## config.mk

```make
export PLATFORM = sky130hd
export DESIGN_NAME = ddram_arb_flat
export DESIGN_NICKNAME = d
export VERILOG_FILES = /design/src/rtl/ddram_arb_pkg.sv /design/src/rtl/ddram_arb_if.sv /design/src/rtl/ddram_arb_cache.sv /design/src/rtl/ddram_arb.sv /design/src/flat_wrapper.sv
export SDC_FILE = /design/constraint.sdc
export NUM_CORES = 1
export LEC_CHECK = 0
export CELL_PAD_IN_SITES_DETAIL_PLACEMENT = 1
export CELL_PAD_IN_SITES_GLOBAL_PLACEMENT = 2
export CORE_MARGIN = 3
export CORE_UTILIZATION = 20
export CTS_CLUSTER_DIAMETER = 30
export DETAILED_ROUTE_END_ITERATION = 10
export PLACE_DENSITY = 0.79
export SYNTH_ARGS = -nofsm -noshare
export SYNTH_HDL_FRONTEND = slang
export SYNTH_HIERARCHICAL = 1
export SYNTH_SLANG_ARGS = --single-unit
```

## constraint.sdc

```tcl
create_clock -name clk_sys -period 2.01 [get_ports clk_sys]
set_input_delay 0.5025 -clock clk_sys [delete_from_list [all_inputs] [get_ports clk_sys]]
set_output_delay 0.5025 -clock clk_sys [all_outputs]
set_load 0.1 [all_outputs]
```

## src/rtl/ddram_arb_pkg.sv

```systemverilog
// Shared types and helpers for the two-port DDRAM byte arbiter.
// The cache feature is enabled with the DDRAM_ARB_CACHE_EN macro.
package ddram_arb_pkg;

  typedef enum logic [1:0] {IDLE, CMD, RWAIT, ACK} state_t;

  localparam int DDRAM_WORD_W = 29;

  // One-hot byte-lane mask for a byte offset inside a 64-bit word
  function automatic logic [7:0] be_of(input logic [2:0] lane);
    return 8'b1 << lane;
  endfunction

  // Pick one byte lane out of a 64-bit word
  function automatic logic [7:0] byte_of(input logic [63:0] word, input logic [2:0] lane);
    return word[8*lane +: 8];
  endfunction

endpackage

```

## src/rtl/ddram_arb_if.sv

```systemverilog
// DDRAM Avalon-style bus: the arbiter is the master, the memory side the slave.
interface ddram_arb_if;
  import ddram_arb_pkg::*;

  logic                    busy;
  logic [63:0]             dout;
  logic                    dout_ready;
  logic [DDRAM_WORD_W-1:0] addr;
  logic [7:0]              burstcnt;
  logic [63:0]             din;
  logic [7:0]              be;
  logic                    rd;
  logic                    we;

  modport master (
    input  busy, dout, dout_ready,
    output addr, burstcnt, din, be, rd, we
  );

  modport slave (
    output busy, dout, dout_ready,
    input  addr, burstcnt, din, be, rd, we
  );

endinterface

```

## src/rtl/ddram_arb_cache.sv

```systemverilog
// Single-word read cache for one requester port (used with DDRAM_ARB_CACHE_EN).
// Holds one 64-bit word; filled on read misses, byte-patched by any write
// whose word address matches the tag (write-through, no write allocate).
module ddram_arb_cache
  import ddram_arb_pkg::*;
(
  input  logic                    clk_sys,
  input  logic                    rst_n,
  input  logic [DDRAM_WORD_W-1:0] look_word,
  input  logic [2:0]              look_lane,
  output logic                    hit,
  output logic [7:0]              hit_byte,
  input  logic                    fill_en,
  input  logic [DDRAM_WORD_W-1:0] fill_word,
  input  logic [63:0]             fill_data,
  input  logic                    upd_en,
  input  logic [DDRAM_WORD_W-1:0] upd_word,
  input  logic [2:0]              upd_lane,
  input  logic [7:0]              upd_byte
);

  logic                    valid;
  logic [DDRAM_WORD_W-1:0] tag;
  logic [63:0]             data;

  assign hit      = valid && (tag == look_word);
  assign hit_byte = byte_of(data, look_lane);

  // Tag and valid bit: cleared by reset, set on a miss fill
  always_ff @(posedge clk_sys or negedge rst_n) begin
    if (!rst_n) begin
      valid <= 1'b0;
      tag   <= '0;
    end else if (fill_en) begin
      valid <= 1'b1;
      tag   <= fill_word;
    end
  end

  // Cached word: whole-word fill, or single byte patch on a matching write
  always_ff @(posedge clk_sys) begin
    if (fill_en) begin
      data <= fill_data;
    end else if (upd_en && valid && (tag == upd_word)) begin
      data[8*upd_lane +: 8] <= upd_byte;
    end
  end

endmodule

```

## src/rtl/ddram_arb.sv

```systemverilog
// Two-port round-robin arbiter turning byte reads/writes into lane-masked
// single-beat 64-bit DDRAM accesses. Optional per-port one-word read cache
// is built when DDRAM_ARB_CACHE_EN is defined.
module ddram_arb
  import ddram_arb_pkg::*;
#(
  parameter int                      AW    = 21,
  parameter logic [DDRAM_WORD_W-1:0] BASE0 = 29'h0300000,
  parameter logic [DDRAM_WORD_W-1:0] BASE1 = 29'h0340000
) (
  input  logic          clk_sys,
  input  logic          rst_n,
  input  logic [AW-1:0] p0_addr,
  input  logic [7:0]    p0_din,
  input  logic          p0_rd,
  input  logic          p0_wr,
  output logic [7:0]    p0_dout,
  output logic          p0_ack,
  input  logic [AW-1:0] p1_addr,
  input  logic [7:0]    p1_din,
  input  logic          p1_rd,
  input  logic          p1_wr,
  output logic [7:0]    p1_dout,
  output logic          p1_ack,
  ddram_arb_if.master   ddr
);

  state_t                  state, state_nx;
  logic                    req0, req1, pick1, grant_en;
  logic                    sel_wr, sel_hit, hit_rd;
  logic [AW-1:0]           sel_addr;
  logic [7:0]              sel_din;
  logic [DDRAM_WORD_W-1:0] word0, word1, sel_word;
  logic                    hit0, hit1;

  // Registered transaction, captured at grant and held until the next grant
  logic                    gnt, last_grant, op_wr;
  logic [2:0]              lane_r;
  logic [DDRAM_WORD_W-1:0] addr_r;
  logic [7:0]              be_r;
  logic [63:0]             din_r;
  logic [7:0]              dout0, dout1;
  logic                    cmd_rd, cmd_we, ack0, ack1;

  assign req0  = p0_rd | p0_wr;
  assign req1  = p1_rd | p1_wr;
  // Port 1 wins if alone, or on a tie when port 0 was served last
  assign pick1    = req1 & (~req0 | ~last_grant);
  assign grant_en = (state == IDLE) & (req0 | req1);

  assign word0 = BASE0 + DDRAM_WORD_W'(p0_addr[AW-1:3]);
  assign word1 = BASE1 + DDRAM_WORD_W'(p1_addr[AW-1:3]);

  assign sel_addr = pick1 ? p1_addr : p0_addr;
  assign sel_din  = pick1 ? p1_din  : p0_din;
  assign sel_wr   = pick1 ? p1_wr   : p0_wr;
  assign sel_word = pick1 ? word1   : word0;
  assign sel_hit  = pick1 ? hit1    : hit0;
  // Write beats read when a requester raises both
  assign hit_rd   = ~sel_wr & sel_hit;

`ifdef DDRAM_ARB_CACHE_EN
  logic [7:0] hit_byte0, hit_byte1;
  logic       fill0, fill1, upd_en;

  assign upd_en = grant_en & sel_wr;
  assign fill0  = (state == RWAIT) & ddr.dout_ready & ~gnt;
  assign fill1  = (state == RWAIT) & ddr.dout_ready &  gnt;

  ddram_arb_cache u_cache0 (
    .clk_sys   (clk_sys),
    .rst_n     (rst_n),
    .look_word (word0),
    .look_lane (p0_addr[2:0]),
    .hit       (hit0),
    .hit_byte  (hit_byte0),
    .fill_en   (fill0),
    .fill_word (addr_r),
    .fill_data (ddr.dout),
    .upd_en    (upd_en),
    .upd_word  (sel_word),
    .upd_lane  (sel_addr[2:0]),
    .upd_byte  (sel_din)
  );

  ddram_arb_cache u_cache1 (
    .clk_sys   (clk_sys),
    .rst_n     (rst_n),
    .look_word (word1),
    .look_lane (p1_addr[2:0]),
    .hit       (hit1),
    .hit_byte  (hit_byte1),
    .fill_en   (fill1),
    .fill_word (addr_r),
    .fill_data (ddr.dout),
    .upd_en    (upd_en),
    .upd_word  (sel_word),
    .upd_lane  (sel_addr[2:0]),
    .upd_byte  (sel_din)
  );
`else
  assign hit0 = 1'b0;
  assign hit1 = 1'b0;
`endif

  // State register
  always_ff @(posedge clk_sys or negedge rst_n) begin
    if (!rst_n) state <= IDLE;
    else        state <= state_nx;
  end

  // Next-state and command/ack decode
  always_comb begin
    state_nx = state;
    cmd_rd   = 1'b0;
    cmd_we   = 1'b0;
    ack0     = 1'b0;
    ack1     = 1'b0;
    case (state)
      IDLE:    if (grant_en) state_nx = hit_rd ? ACK : CMD;
      CMD: begin
        cmd_rd = ~op_wr;
        cmd_we =  op_wr;
        if (!ddr.busy) state_nx = op_wr ? ACK : RWAIT;
      end
      // A dout_ready seen outside RWAIT is stale and deliberately ignored
      RWAIT:   if (ddr.dout_ready) state_nx = ACK;
      ACK: begin
        ack0     = ~gnt;
        ack1     =  gnt;
        state_nx = IDLE;
      end
      default: state_nx = IDLE;
    endcase
  end

  // Latch the winning request and the round-robin pointer at grant
  always_ff @(posedge clk_sys or negedge rst_n) begin
    if (!rst_n) begin
      gnt        <= 1'b0;
      last_grant <= 1'b1;
      op_wr      <= 1'b0;
      lane_r     <= '0;
      addr_r     <= '0;
      be_r       <= '0;
      din_r      <= '0;
    end else if (grant_en) begin
      gnt        <= pick1;
      last_grant <= pick1;
      op_wr      <= sel_wr;
      lane_r     <= sel_addr[2:0];
      addr_r     <= sel_word;
      be_r       <= be_of(sel_addr[2:0]);
      din_r      <= {8{sel_din}};
    end
  end

  // Per-port read data: from DDRAM on dout_ready, or from the cache on a hit
  always_ff @(posedge clk_sys or negedge rst_n) begin
    if (!rst_n) begin
      dout0 <= '0;
      dout1 <= '0;
    end else if ((state == RWAIT) && ddr.dout_ready) begin
      if (gnt) dout1 <= byte_of(ddr.dout, lane_r);
      else     dout0 <= byte_of(ddr.dout, lane_r);
    end
`ifdef DDRAM_ARB_CACHE_EN
    else if (grant_en && hit_rd) begin
      if (pick1) dout1 <= hit_byte1;
      else       dout0 <= hit_byte0;
    end
`endif
  end

  assign ddr.addr     = addr_r;
  assign ddr.be       = be_r;
  assign ddr.din      = din_r;
  assign ddr.rd       = cmd_rd;
  assign ddr.we       = cmd_we;
  assign ddr.burstcnt = 8'd1;

  assign p0_dout = dout0;
  assign p1_dout = dout1;
  assign p0_ack  = ack0;
  assign p1_ack  = ack1;

endmodule

```

## src/flat_wrapper.sv

```systemverilog
// flat-port wrapper written by rule: the top's interface ports become plain ports
module ddram_arb_flat import ddram_arb_pkg::*;
#(
  parameter int                      AW    = 21,
  parameter logic [DDRAM_WORD_W-1:0] BASE0 = 29'h0300000,
  parameter logic [DDRAM_WORD_W-1:0] BASE1 = 29'h0340000
)
  (clk_sys, rst_n, p0_addr, p0_din, p0_rd, p0_wr, p0_dout, p0_ack, p1_addr, p1_din, p1_rd, p1_wr, p1_dout, p1_ack, ddr_busy, ddr_dout, ddr_dout_ready, ddr_addr, ddr_burstcnt, ddr_din, ddr_be, ddr_rd, ddr_we);
  ddram_arb_if ddr_i ();
  input  logic clk_sys;
  input  logic rst_n;
  input  logic [AW-1:0] p0_addr;
  input  logic [7:0] p0_din;
  input  logic p0_rd;
  input  logic p0_wr;
  output logic [7:0] p0_dout;
  output logic p0_ack;
  input  logic [AW-1:0] p1_addr;
  input  logic [7:0] p1_din;
  input  logic p1_rd;
  input  logic p1_wr;
  output logic [7:0] p1_dout;
  output logic p1_ack;
  input wire logic [$bits(ddr_i.busy)-1:0] ddr_busy;
  input wire logic [$bits(ddr_i.dout)-1:0] ddr_dout;
  input wire logic [$bits(ddr_i.dout_ready)-1:0] ddr_dout_ready;
  output wire logic [$bits(ddr_i.addr)-1:0] ddr_addr;
  output wire logic [$bits(ddr_i.burstcnt)-1:0] ddr_burstcnt;
  output wire logic [$bits(ddr_i.din)-1:0] ddr_din;
  output wire logic [$bits(ddr_i.be)-1:0] ddr_be;
  output wire logic [$bits(ddr_i.rd)-1:0] ddr_rd;
  output wire logic [$bits(ddr_i.we)-1:0] ddr_we;
  assign ddr_i.busy = ddr_busy;
  assign ddr_i.dout = ddr_dout;
  assign ddr_i.dout_ready = ddr_dout_ready;
  assign ddr_addr = ddr_i.addr;
  assign ddr_burstcnt = ddr_i.burstcnt;
  assign ddr_din = ddr_i.din;
  assign ddr_be = ddr_i.be;
  assign ddr_rd = ddr_i.rd;
  assign ddr_we = ddr_i.we;
  ddram_arb #(.AW(AW), .BASE0(BASE0), .BASE1(BASE1)) u_core (.clk_sys(clk_sys), .rst_n(rst_n), .p0_addr(p0_addr), .p0_din(p0_din), .p0_rd(p0_rd), .p0_wr(p0_wr), .p0_dout(p0_dout), .p0_ack(p0_ack), .p1_addr(p1_addr), .p1_din(p1_din), .p1_rd(p1_rd), .p1_wr(p1_wr), .p1_dout(p1_dout), .p1_ack(p1_ack), .ddr(ddr_i));
endmodule
```

==> flow_metrics.env <==
export IMPL_fin_cells=785
export IMPL_place_congestion=0.803
export IMPL_hpwlAfterDp_mm=11.7
export IMPL_crit_path_max_fanout=4
export IMPL_routed_wl_mm=14.1
export IMPL_cp_end_kind="output port"
export IMPL_final_core_util=0.396
export IMPL_worst_slew_pin_transition_ns=0.555
export IMPL_drcViolationCount=0
export IMPL_core_area_mm2=0.0182
export IMPL_clock_sinks=59
export IMPL_clk_path_buf_depth=2
export IMPL_place_inst=769
export IMPL_drtAntennaViolNets=0
export IMPL_yosys_warnings=6
export IMPL_drv_slew=0
export IMPL_postCtsSetupRepairBufs=0
export IMPL_setup_viol=0
export IMPL_synthCells=347
export IMPL_synth_area_mm2=0.00375
export IMPL_grt_max_degree=60
export IMPL_yosysSeqAreaShare=0.394
export IMPL_syn2layout_area_growth_pct=92.2
export IMPL_insertion_delay_ns=0.33
export IMPL_path_class="flop to output port"
export IMPL_reg2reg_depth=4
export IMPL_tritoncts="built"
export IMPL_port_buffers=242
export IMPL_die_y_um=143
export IMPL_skew_ns=0.00580
export IMPL_fin_crit_sh=0.960
export IMPL_avgViaCountPerCell=4.16
export IMPL_numCtsBuffers=9
export IMPL_h_tree_depth=3
export IMPL_floorplan_initialDensity=0.206
export IMPL_outcome="completed"
export IMPL_mostFrequentLayoutCells="clkdlybuf4s50_1 (128), buf_12 (92), dfrtp_1 (58)"
export IMPL_dieArea_mm2=0.0204
export IMPL_yosysUniqueCellTypes=32
export IMPL_final_layout_size_suffix_gt1_frac=0.308
export IMPL_fmax_ghz=0.518
export IMPL_cts_resized=0
export IMPL_crit_required_ns=1.51
export IMPL_track_usage=0.134
export IMPL_holdWs_ns=0.178
export IMPL_hold_viol=0
export IMPL_drtPass1Iterations=4
export IMPL_die_w_um=143
export IMPL_relSlewSlack=0.630
export IMPL_hp_class="primary input to asynchronous set/reset pin"
export IMPL_period_needed_ns=1.93
export IMPL_cts_hold_buf=0
export IMPL_drv_cap=0
export IMPL_first_iter_violations=73
export IMPL_critPathArrivalTime_ns=1.43
export IMPL_antenna_found_initial=0
export IMPL_rsz0062_at_grt="yes"
export IMPL_start_kind="flop"
export IMPL_ys_ff_latch=59
export IMPL_synth_area_per_cell_um2=10.8
export IMPL_path_clk_slew_ns=0.06
export IMPL_nets=686
export IMPL_antennaDiodeCount=0
export IMPL_wire_per_inst_um=18.0
export IMPL_io_pins=259
export IMPL_final_common_cell="clkdlybuf4s50_1"
export IMPL_grt_pass1_vias=3518
export IMPL_grt_first_pass_wirelength_mm=20.8
export IMPL_ctsRootBufferMaster="clkbuf_16"
export IMPL_num_vias=3262
export IMPL_overflow=0
export IMPL_rows=49
## state kept, by name, indices dropped and copies added (netlist names)
signal             cells
u_core/ddr.addr       20
u_core/ddr.be          8
u_core/ddr.din         8
u_core/p0_dout         8
u_core/p1_dout         8
u_core/lane_r          3
u_core/state           2
u_core/last_grant      1
u_core/op_wr           1
## final cells by class
cell class              count  area [um^2]
fillers                  1926        11000
repair buffers            271         3510
multi-input cells         206         1610
flip-flops and latches     59         1480
well taps                 229          287
clock buffers              12          256
clock inverters             4         50.0
inverters                   4         15.0
## stage by stage
| stage | setup TNS (ns) | worst slack, ns | instance area, um^2 |
|---|---|---|---|
| 5_1_grt | -0.0214 | -0.0127 | 7210 |
| 2_1_floorplan | 0 | 0.0168 | 3810 |
| 3_3_place_gp | -3.39 | -0.155 | 6890 |
| 6_report | 0 | 0.0802 | 7210 |
| 3_5_place_dp | -6.27 | -0.241 | 6890 |
| 4_1_cts | 0 | 0.0157 | 7200 |
## cell families (layout without fill, tap and decap cells)
| group | count (synthesis) | after routing | share of synthesized area |
|---|---|---|---|
| AOI/OAI and AO/OA | 67 | 67 | 0.104 |
| DFF | 59 | 59 | 0.394 |
| adders and majority gates | 5 | 5 | 0.0167 |
| other | 2 | 16 | 0.00200 |
| and+or+nand+nor | 64 | 64 | 0.0767 |
| buffers and inverters | 96 | 291 | 0.195 |
| muxes | 54 | 54 | 0.212 |
## cells in the mapped netlist
master,instances,area (um^2)
mux4_1,14,368
inv_1,4,15.0
dfstp_2,1,26.3
and2_1,2,12.5
nor2b_1,4,25.0
nor4_2,1,12.5
nor3_1,1,5.00
nand2b_1,2,12.5
buf_4,75,563
mux2_2,2,22.5
ha_1,5,62.6
o21ai_2,1,8.76
nand3b_1,2,15.0
nor2_1,1,3.75
mux2i_1,36,360
nand3_1,1,5.00
buf_6,6,67.6
o21ai_0,50,250
a21oi_1,4,20.0
buf_2,4,20.0
conb_1,2,7.51
and3b_4,1,12.5
o21ai_1,1,5.00
mux4_2,2,45.0
clkbuf_8,4,55.1
dfrtp_1,58,1450
clkbuf_1,3,11.3
a22oi_1,1,7.51
a32o_1,8,80.1
o21a_1,1,7.51
nand2_1,49,184
a222oi_1,1,10.0
## final timing paths
check | startpoint | slack [ns] | end
max | u_core/state[1] | 0.08 | ddr_rd
min | rst_n | 0.18 | u_core/p0_dout[7]
max reg2reg | u_core/last_grant | 0.29 | u_core/ddr.be[3]
min reg2reg | u_core/ddr.addr[5] | 0.48 | u_core/ddr.addr[5]
max in group asynchronous | rst_n | 1.49 | u_core/last_grant
min in group clk_sys | u_core/ddr.addr[5] | 0.48 | u_core/ddr.addr[5]
## metal layers
| layer | track usage | vias to the layer above | part of all wire |
|---|---|---|---|
| li1 | - | 1540 | - |
| met1 | 0.162 | 1593 | 0.40 |
| met2 | 0.235 | 111 | 0.53 |
| met3 | 0.0335 | 18 | 0.047 |
| met4 | 0.0420 | 0 | 0.019 |
| met5 | 0 | - | 0 |
## worst max-delay path, cell delays in order (launching register included)
cell and delay [ns]:
dfrtp_1 0.42, inv_2 0.10, ha_1 0.18, nor2b_2 0.20
buf_12 0.19
Power is not shown: default switching activity piles up to over one toggle a cycle in this logic, so the estimate is an artifact.
